$ cat config.mk
export PLATFORM = sky130hd
export DESIGN_NAME = rank_insert
export DESIGN_NICKNAME = d
export VERILOG_FILES = /design/src/rtl/rank_pkg.sv /design/src/rtl/rank_insert_shift.sv /design/src/rtl/rank_insert.sv
export SDC_FILE = /design/constraint.sdc
export NUM_CORES = 1
export LEC_CHECK = 0
export ABC_AREA = 1
export CORE_MARGIN = 4
export CORE_UTILIZATION = 53
export DETAILED_ROUTE_END_ITERATION = 6
export GPL_TIMING_DRIVEN = 0
export PLACE_DENSITY = 0.77
export SLEW_MARGIN = 10
export SYNTH_ARGS = -nofsm -noshare
export SYNTH_HDL_FRONTEND = slang
export SYNTH_SLANG_ARGS = --single-unit
$ cat constraint.sdc
create_clock -name clk -period 3.7 [get_ports clk]
set_input_delay 0.37 -clock clk [delete_from_list [all_inputs] [get_ports clk]]
set_output_delay 0.37 -clock clk [all_outputs]
set_load 0.02 [all_outputs]
$ cat src/rtl/rank_pkg.sv
// Shared types and constants for the ranked score buffer.
// The FSM state type, index width, comparator timeout and default geometry.
package rank_pkg;

    localparam int IDX_W        = 4;
    localparam int DEF_WIDTH    = 8;
    localparam int DEF_QUANTITY = 10;

    localparam logic [IDX_W-1:0] TIMEOUT = 4'd15;

    typedef enum logic [1:0] {
        IDLE,
        REQ,
        WAIT,
        DONE
    } state_t;

endpackage

$ cat src/rtl/rank_insert_shift.sv
// Combinational insert: entries at or above idx move down one slot and score lands at idx.
// Zero latency; when wr_en is low the buffer passes through unchanged.
module rank_insert_shift
    import rank_pkg::*;
#(
    parameter int width    = DEF_WIDTH,
    parameter int quantity = DEF_QUANTITY
) (
    input  logic [quantity*width-1:0] buf_cur,
    input  logic [IDX_W-1:0]          idx,
    input  logic [width-1:0]          score,
    input  logic                      wr_en,
    output logic [quantity*width-1:0] buf_nxt
);

    for (genvar j = 0; j < quantity; j++) begin : g_ent
        localparam logic [IDX_W-1:0] J = IDX_W'(j);
        if (j == 0) begin : g_head
            assign buf_nxt[width-1:0] = (wr_en && idx == J) ? score : buf_cur[width-1:0];
        end else begin : g_body
            // The old last entry has no destination and falls off the end.
            assign buf_nxt[j*width +: width] =
                (!wr_en || J < idx) ? buf_cur[j*width +: width] :
                (J == idx)          ? score :
                                      buf_cur[(j-1)*width +: width];
        end
    end

endmodule

$ cat src/rtl/rank_insert.sv
// Ranked score buffer: latches one score, asks the comparator for its rank, then inserts or drops it.
// Accept-to-done is comparator latency + 3 cycles; score_ready stays low until the FSM is back in IDLE.
module rank_insert
    import rank_pkg::*;
#(
    parameter int width    = DEF_WIDTH,
    parameter int quantity = DEF_QUANTITY
) (
    input  logic                      clk,
    input  logic                      rst,
    input  logic                      score_valid,
    input  logic [width-1:0]          score_in,
    output logic                      score_ready,
    input  logic                      clear,
    output logic                      compare_data_rdy,
    output logic [width-1:0]          score_out,
    output logic [quantity*width-1:0] score_buffer,
    output logic [IDX_W-1:0]          compare_num,
    input  logic                      compare_rdy,
    input  logic [IDX_W-1:0]          insert_index,
    output logic                      insert_done,
    output logic                      dropped,
    output logic                      timeout
);

    localparam logic [IDX_W-1:0] QTY = IDX_W'(quantity);

    state_t                    state, state_nxt;
    logic [IDX_W-1:0]          wait_cnt;
    logic [quantity*width-1:0] buf_q, buf_nxt;
    logic                      drop_q;
    logic                      accept, cmp_hit, cmp_drop, wr_en;
    logic [IDX_W-1:0]          idx;

    assign accept   = score_valid && score_ready;
    assign cmp_hit  = (state == WAIT) && compare_rdy && !clear;
    assign cmp_drop = insert_index >= QTY;
    assign idx      = (insert_index < compare_num) ? insert_index : compare_num;
    assign wr_en    = cmp_hit && !cmp_drop;

    rank_insert_shift #(
        .width   (width),
        .quantity(quantity)
    ) u_shift (
        .buf_cur(buf_q),
        .idx    (idx),
        .score  (score_out),
        .wr_en  (wr_en),
        .buf_nxt(buf_nxt)
    );

    always_comb begin
        state_nxt        = state;
        score_ready      = 1'b0;
        compare_data_rdy = 1'b0;
        insert_done      = 1'b0;
        dropped          = 1'b0;
        timeout          = 1'b0;
        unique case (state)
            IDLE: begin
                score_ready = !clear;
                if (accept) state_nxt = REQ;
            end
            REQ: begin
                compare_data_rdy = 1'b1;
                state_nxt        = clear ? IDLE : WAIT;
            end
            WAIT: begin
                // A flush abandons the pending score; a late answer beats the timeout.
                if (clear) begin
                    state_nxt = IDLE;
                end else if (compare_rdy) begin
                    state_nxt = DONE;
                end else if (wait_cnt == TIMEOUT) begin
                    timeout   = 1'b1;
                    state_nxt = IDLE;
                end
            end
            DONE: begin
                insert_done = 1'b1;
                dropped     = drop_q;
                state_nxt   = IDLE;
            end
        endcase
    end

    always_ff @(posedge clk or posedge rst) begin
        if (rst) begin
            state       <= IDLE;
            wait_cnt    <= '0;
            buf_q       <= '0;
            compare_num <= '0;
            score_out   <= '0;
            drop_q      <= 1'b0;
        end else begin
            state    <= state_nxt;
            wait_cnt <= (state == WAIT) ? wait_cnt + 1'b1 : '0;
            if (accept) score_out <= score_in;
            if (cmp_hit) drop_q <= cmp_drop;
            if (clear) begin
                buf_q       <= '0;
                compare_num <= '0;
            end else if (wr_en) begin
                buf_q       <= buf_nxt;
                compare_num <= (compare_num < QTY) ? compare_num + 1'b1 : compare_num;
            end
        end
    end

    // Slots past the valid count always present zero, whatever the storage holds.
    for (genvar j = 0; j < quantity; j++) begin : g_out
        assign score_buffer[j*width +: width] =
            (IDX_W'(j) < compare_num) ? buf_q[j*width +: width] : '0;
    end

endmodule

# --- Word-level counts from Yosys, hierarchy flattened ---
# Index checks and enable logic that the tools add are counted.
word_totals:
  output_inout_bits: 97
  reg_bits: 99
  input_bits: 17
  word_cells: 147
classes:
  mux: 50
  addsub: 2
  n_lt_le_gt_ge: 22
  n_reduce_logical: 34
  eq_ne: 24
ops:
  columns: ["op", "count"]
  rows:
  - ["8-bit two-way mux", 29]
  - ["80-bit two-way mux", 2]
  - ["3-bit by 4-bit < comparator with 1-bit output, first input constant", 8]
  - ["2-bit AND reduction", 12]
  - ["4-bit two-way mux", 5]
  - ["2-bit inequality test, second input constant", 10]
  - ["3-bit by 4-bit == test with 1-bit output, first input constant", 4]
  - ["2-bit by 4-bit < comparator with 1-bit output, first input constant", 4]
  - ["4-bit < comparator, first input constant", 4]
  - ["1-bit by 4-bit < comparator with 1-bit output, first input constant", 3]
  - ["2-bit two-way mux", 5]
  - ["1-bit logical OR", 9]
  - ["4-bit by 1-bit adder with 4-bit output, second input constant", 2]
  - ["2-bit by 4-bit == test with 1-bit output, first input constant", 2]
  - ["4-bit == test, first input constant", 2]
  - ["1-bit two-way mux", 8]
  - ["2-bit one-hot mux with 4 select lines", 1]
  - ["2-bit nonzero test", 3]
  - ["1-bit logical AND", 5]
  - ["1-bit by 4-bit == test with 1-bit output, first input constant", 1]
  - ["2-bit == test, second input constant", 2]
  - ["4-bit == test, second input constant", 1]
  - ["4-bit >= comparator, second input constant", 1]
  - ["4-bit logical NOT", 1]
  - ["other kinds (6)", 8]

# --- Depth between registers and ports, before layout ---
depth:
  ltp_word: 9
  ltp_mapped: 16
  ltp_nobuf: 15

# --- Modules after synthesis ---
# From an unflattened synthesis, not the netlist that was laid out.
hier_totals:
  hier_cells: 1088
  hier_area_um2: 7297.0
modules_own_cells:
  columns: ["module", "n_inst", "area_per_inst_um2", "cells_each", "seq_area_each_um2"]
  rows:
  - ["rank_insert", 1, 4987.3, 583, 2477.4]
  - ["rank_insert_shift", 1, 2309.7, 505, 0.0]

# --- Worst setup path after synthesis ---
# Ideal clock, no wire load.
synth_timing:
  path_kind: "register to register"
  start: "register compare_num[2]"
  end: "register buf_q[64]"
  period_less_slack_ns: 2.217
  setup_ns: 0.117
  path_stages_with_launch: 15
  arrival_time_ns: 2.100
  required_time_ns: 3.583
  path_buffers: 2
  slack_ns: 1.483
  path_cell_list: "dfrtp_1 > clkbuf_1 > inv_2 > ha_1 > nand2_1 > inv_1 > nand2_4 > nand2_4 > nand2_2 > nand2_4 > nor2_4 > buf_6 > nand3_1 > nand3_1 > nand2_1"
synth_via:
  elab_chain_len: 7
  elab_cells_between_ends: 11
  classes_between: "order compare (2); eq/ne (2); mux (5); reduce/logical (2)"
synth_rtl:
  columns: ["item", "line_no", "rtl"]
  rows:
  - ["start, declared", "rank_insert.sv:18", "output logic [IDX_W-1:0] compare_num,"]
  - ["start signal, assigned", "rank_insert.sv:105", "compare_num <= (compare_num < QTY) ? compare_num + 1'b1 : compare_num;"]
  - ["4-bit < comparator", "rank_insert.sv:38", "assign idx = (insert_index < compare_num) ? insert_index : compare_num;"]
  - ["4-bit two-way mux *", "rank_insert.sv:38", null]
  - ["branches (longest 5 deep; another with 4-bit < comparator)", null, null]
  - ["end signal, assigned", "rank_insert.sv:104", "buf_q <= buf_nxt;"]
  - ["end, declared", "rank_insert.sv:30", "logic [quantity*width-1:0] buf_q, buf_nxt;"]
# Every way passes the cells marked *. The select of a mux whose other input is x is not followed.
# A chain may end at the register's enable or synchronous reset.

# --- Worst setup path in the final report ---
layout_timing:
  start: "register compare_num[2]"
  end: "output port score_buffer[7]"
layout_via:
  elab_chain_len: 2
layout_rtl:
  columns: ["item", "line_no", "rtl"]
  rows:
  - ["1-bit by 4-bit < comparator with 1-bit output", "rank_insert.sv:113", "(IDX_W'(j) < compare_num) ? buf_q[j*width +: width] : '0;"]
  - ["8-bit two-way mux", "rank_insert.sv:113", null]
  - ["end, declared", "rank_insert.sv:17", "output logic [quantity*width-1:0] score_buffer,"]
# Every way passes these cells.

==> results.md <==
- Setup repair after global routing left no endpoint under its margin.
- The clock tree root buffer cell is sky130_fd_sc_hd__clkbuf_8.
- The initial antenna violation count is 0.
- The source of the worst register-to-register timing path is compare_num[2].
- The library cells used most frequently in the layout, excluding fill and tap cells, are sky130_fd_sc_hd__nand2_1, sky130_fd_sc_hd__inv_1, sky130_fd_sc_hd__clkdlybuf4s50_1.
- The final max-slew violation count is 0.
- The number of core rows is 38.
- The total power divided by cell area is 373 mW/mm^2.
- Entering global routing, the biggest net connects 64 pins.
- The portion of synthesized cell area occupied by the leading cell type is 0.418.
- The number of buffers on the longest clock path is 2.
- Tracing the worst setup path back leads to its startpoint at compare_num[2].
- Once detail routing completed, the nets flagged for antenna violations numbered 0.
- TritonCTS built the clock tree.
- The kind of path behind the tightest hold check is input pin to register.
- At the end of routability-driven placement, the weighted congestion stood at 0.929.
- After synthesis, the share of flip-flops with an asynchronous set or reset is 1.00.
- The data arrival at the endpoint of the critical path is 2.83 ns.
- The slew at the pin closest to its max-slew limit is 0.784 ns.
- The final-report setup violation count is 0.
- The total routed wirelength is 17000 microns.
- The first global-routing pass estimated 27900 microns of wire.
- The buffer count from post-CTS setup fixing is 0.
- For this run, the number of Yosys warnings is 0.
- The critical-path maximum fanout is 9.
- Across all layers, the routed design uses 5726 vias.
- The number of placed instances, taps included, is 1099.
- The detailed router finished its first iteration with 469 violations.
- After detailed routing, the number of vias per cell comes to 5.14.
- The clock buffer count from CTS is 9.
- For this configuration, the core starts out at a cell density of 0.544.
- The total number of H-tree levels is 3.
- The relative slew slack is 0.478.
- The worst register-to-register path ends at buf_q[69].
- The kind of critical path is register to primary output.
- Sorting the synthesized cells by area gives the leading types as sky130_fd_sc_hd__dfrtp_1, sky130_fd_sc_hd__nand2_1, sky130_fd_sc_hd__nand3_1.
- The most common cell after layout, fill and taps aside is sky130_fd_sc_hd__nand2_1.
- At the end of the flow, the number of nets in the layout was 995.
- The worst setup path is launched from a register.
- The finished layout holds 1115 standard cells, fillers aside.
- The proportion of layout cells with a drive suffix above 1 is 0.0862.
- In this run, post-CTS repair resized a total of 0 instances.
- The die span in x is 114 microns.
- The tool flagged a number of max-cap violations equal to 0.
- The proportion of synthesized chip area in sequential cells is 0.418.
- The TritonCTS sink count is 99.
- The standard cell area after detailed placement is 0.00725 sq mm.
- The top cell type by total area after synthesis is sky130_fd_sc_hd__dfrtp_1.
- The number of I/O pins is 114.
- Summed over all cells, the static leakage comes to 0.00365 uW.
- Measured in cells, the most critical reg-to-reg path has a length of 14.
- The mean cell area of the mapped netlist is 7.01 sq um.
- The combined area of all synthesized cells is 0.00593 sq mm.
- Clock-pin slew was measured on the worst setup and hold paths at 0.10 ns.
- The worst path required time is 3.33 ns.
- The run finished with clean final reports.
- The worst supply voltage drop on vdd is 0.222 mV.
- Synthesis inferred 99 register bits.
- The area growth from synthesis to layout is 25.2%.
- For the final database, setup skew stands at 0.0134 ns.
- The filler cell count in the final layout is 977.
- In the finished design, the share of the clock period the worst path needs comes to 0.865.
- For flop-to-flop paths, the worst setup slack is 1.25 ns.
- The main flop type after synthesis is sky130_fd_sc_hd__dfrtp_1.
- Subtracting the final worst setup slack from the clock period gives 3.20 ns.
- The die covers 0.0129 sq mm.
- The count of different cell masters after synthesis is 33.
- For this run, design rule violations remaining after detail routing come to 0.
- The final non-filler cell area is 0.00742 sq mm.
- From bottom edge to top edge, the die measures 114 microns.
- Before antenna repair, the detailed router went through 7 iterations.
- The number of I/O port buffers is 112.
- The highest clock frequency the design can meet is 312 MHz.
- The capturing element type of the critical path is a primary output.
- The routed length per instance is 15.2 microns.
- The number of hold-slack violations in the final timing report was 0.
- The number of hold buffers added after CTS was 0.
- The final core utilization is 0.681.
- The number of global-route vias before repair is 5534.
- The detailed placer's ending HPWL is 12700 microns.
- In the global route stage, overall resource usage came out at 0.273.
- Synthesis produced a netlist whose cell count is 846.
- The critical path ends at score_buffer[7].
- Counting flops with a built-in enable in the synthesized netlist gives 0.
- The diode insertion count for antenna repair is 0.
- The worst hold path passes through 2 cells.
- After global routing the overflow that remains totals 0.
- The clock latency reported for the late side of the worst-skew pair is 0.37 ns.
- In this run the standard cell core region covers 0.0109 sq mm.
- When the netlist entered floorplanning its net count stood at 871.
==> critical path, cell delays in order, from the launching register on <==
cell                              delay (ns)
sky130_fd_sc_hd__dfrtp_1                0.39
sky130_fd_sc_hd__clkbuf_1               0.18
sky130_fd_sc_hd__nor2_1                 0.54
sky130_fd_sc_hd__inv_1                  0.15
sky130_fd_sc_hd__nor2_1                 0.52
sky130_fd_sc_hd__nor2_1                 0.11
sky130_fd_sc_hd__clkdlybuf4s50_1        0.57
==> layout make-up <==
type	instances	area [sq um]	share of cell area
inverter	124	469	0.0632
multi-input combinational	609	2880	0.389
sequential	99	2480	0.334
timing repair buffer	113	1140	0.154
clock inverter	7	48.8	0.00658
tap	140	175	0.0236
buffer	14	101	0.0137
clock buffer	9	124	0.0167
==> metal layers <==
layer  vias up  GRT usage  part of all wire
li1       2873          -                 -
met1      2594      0.390              0.45
met2       233      0.426              0.45
met3        26     0.0562             0.078
met4         0     0.0705             0.020
met5         -          0                 0
==> where the power goes <==
group	switching, uW	total, uW	internal (uW)
Combinational	534	780	246
Sequential	185	1340	1150
Clock	399	648	249
Total	1120	2760	1650
==> how the worst min path moves through the flow <==
stage                      startpoint        endpoint
final                           clear  compare_num[3]
after global routing            clear  compare_num[3]
after CTS                       clear  compare_num[3]
after detailed placement  wait_cnt[0]     wait_cnt[0]
after global placement    wait_cnt[0]     wait_cnt[0]
after floorplan           wait_cnt[0]     wait_cnt[0]
==> synthesized netlist by cell type, types with 2 or more instances <==
| master | instances |
|---|---|
| sky130_fd_sc_hd__nand2_2 | 13 |
| sky130_fd_sc_hd__a21oi_1 | 9 |
| sky130_fd_sc_hd__nor2_8 | 2 |
| sky130_fd_sc_hd__nand2_4 | 9 |
| sky130_fd_sc_hd__dfrtp_1 | 99 |
| sky130_fd_sc_hd__a21oi_4 | 4 |
| sky130_fd_sc_hd__nor2_1 | 100 |
| sky130_fd_sc_hd__buf_6 | 5 |
| sky130_fd_sc_hd__nor2_2 | 4 |
| sky130_fd_sc_hd__nand3_1 | 103 |
| sky130_fd_sc_hd__ha_1 | 8 |
| sky130_fd_sc_hd__buf_4 | 2 |
| sky130_fd_sc_hd__nor2_4 | 8 |
| sky130_fd_sc_hd__o21ai_0 | 20 |
| sky130_fd_sc_hd__nand2_1 | 299 |
| sky130_fd_sc_hd__nand3b_1 | 2 |
| sky130_fd_sc_hd__buf_2 | 3 |
| sky130_fd_sc_hd__inv_1 | 114 |
| sky130_fd_sc_hd__o21ai_1 | 9 |
| sky130_fd_sc_hd__nand3_2 | 2 |
| sky130_fd_sc_hd__clkbuf_1 | 4 |
| sky130_fd_sc_hd__o22ai_1 | 8 |
| sky130_fd_sc_hd__inv_2 | 9 |
==> stage by stage <==
step | TNS [ns] | hold WS (ns) | power [uW] | setup slack [ns]
floorplan | 0 | 0.433 | 1740 | 0.740
global placement | -75.95 | 0.449 | 2110 | -0.776
detailed placement | 0 | 0.452 | 2130 | 0.956
CTS | 0 | 0.303 | 2760 | 0.533
global route | 0 | 0.303 | 2900 | 0.308
finish | 0 | 0.308 | 2760 | 0.498
==> registers in the layout, indices dropped and copies added (netlist names) <==
signal / cells
score_out: 8
wait_cnt: 4
compare_num: 4
state: 2
buf_q: 80
drop_q: 1
==> cell families after synthesis <==
group	count (synthesis)	share of synthesized area
DFF	99	0.418
and+or+nand+nor	547	0.412
AOI/OAI and AO/OA	53	0.0564
xor gates and xnor gates	1	0.00148
buffers and inverters	138	0.0958
adders and majority gates	8	0.0169
No activity file was read; power rests on OpenSTA's default activity.
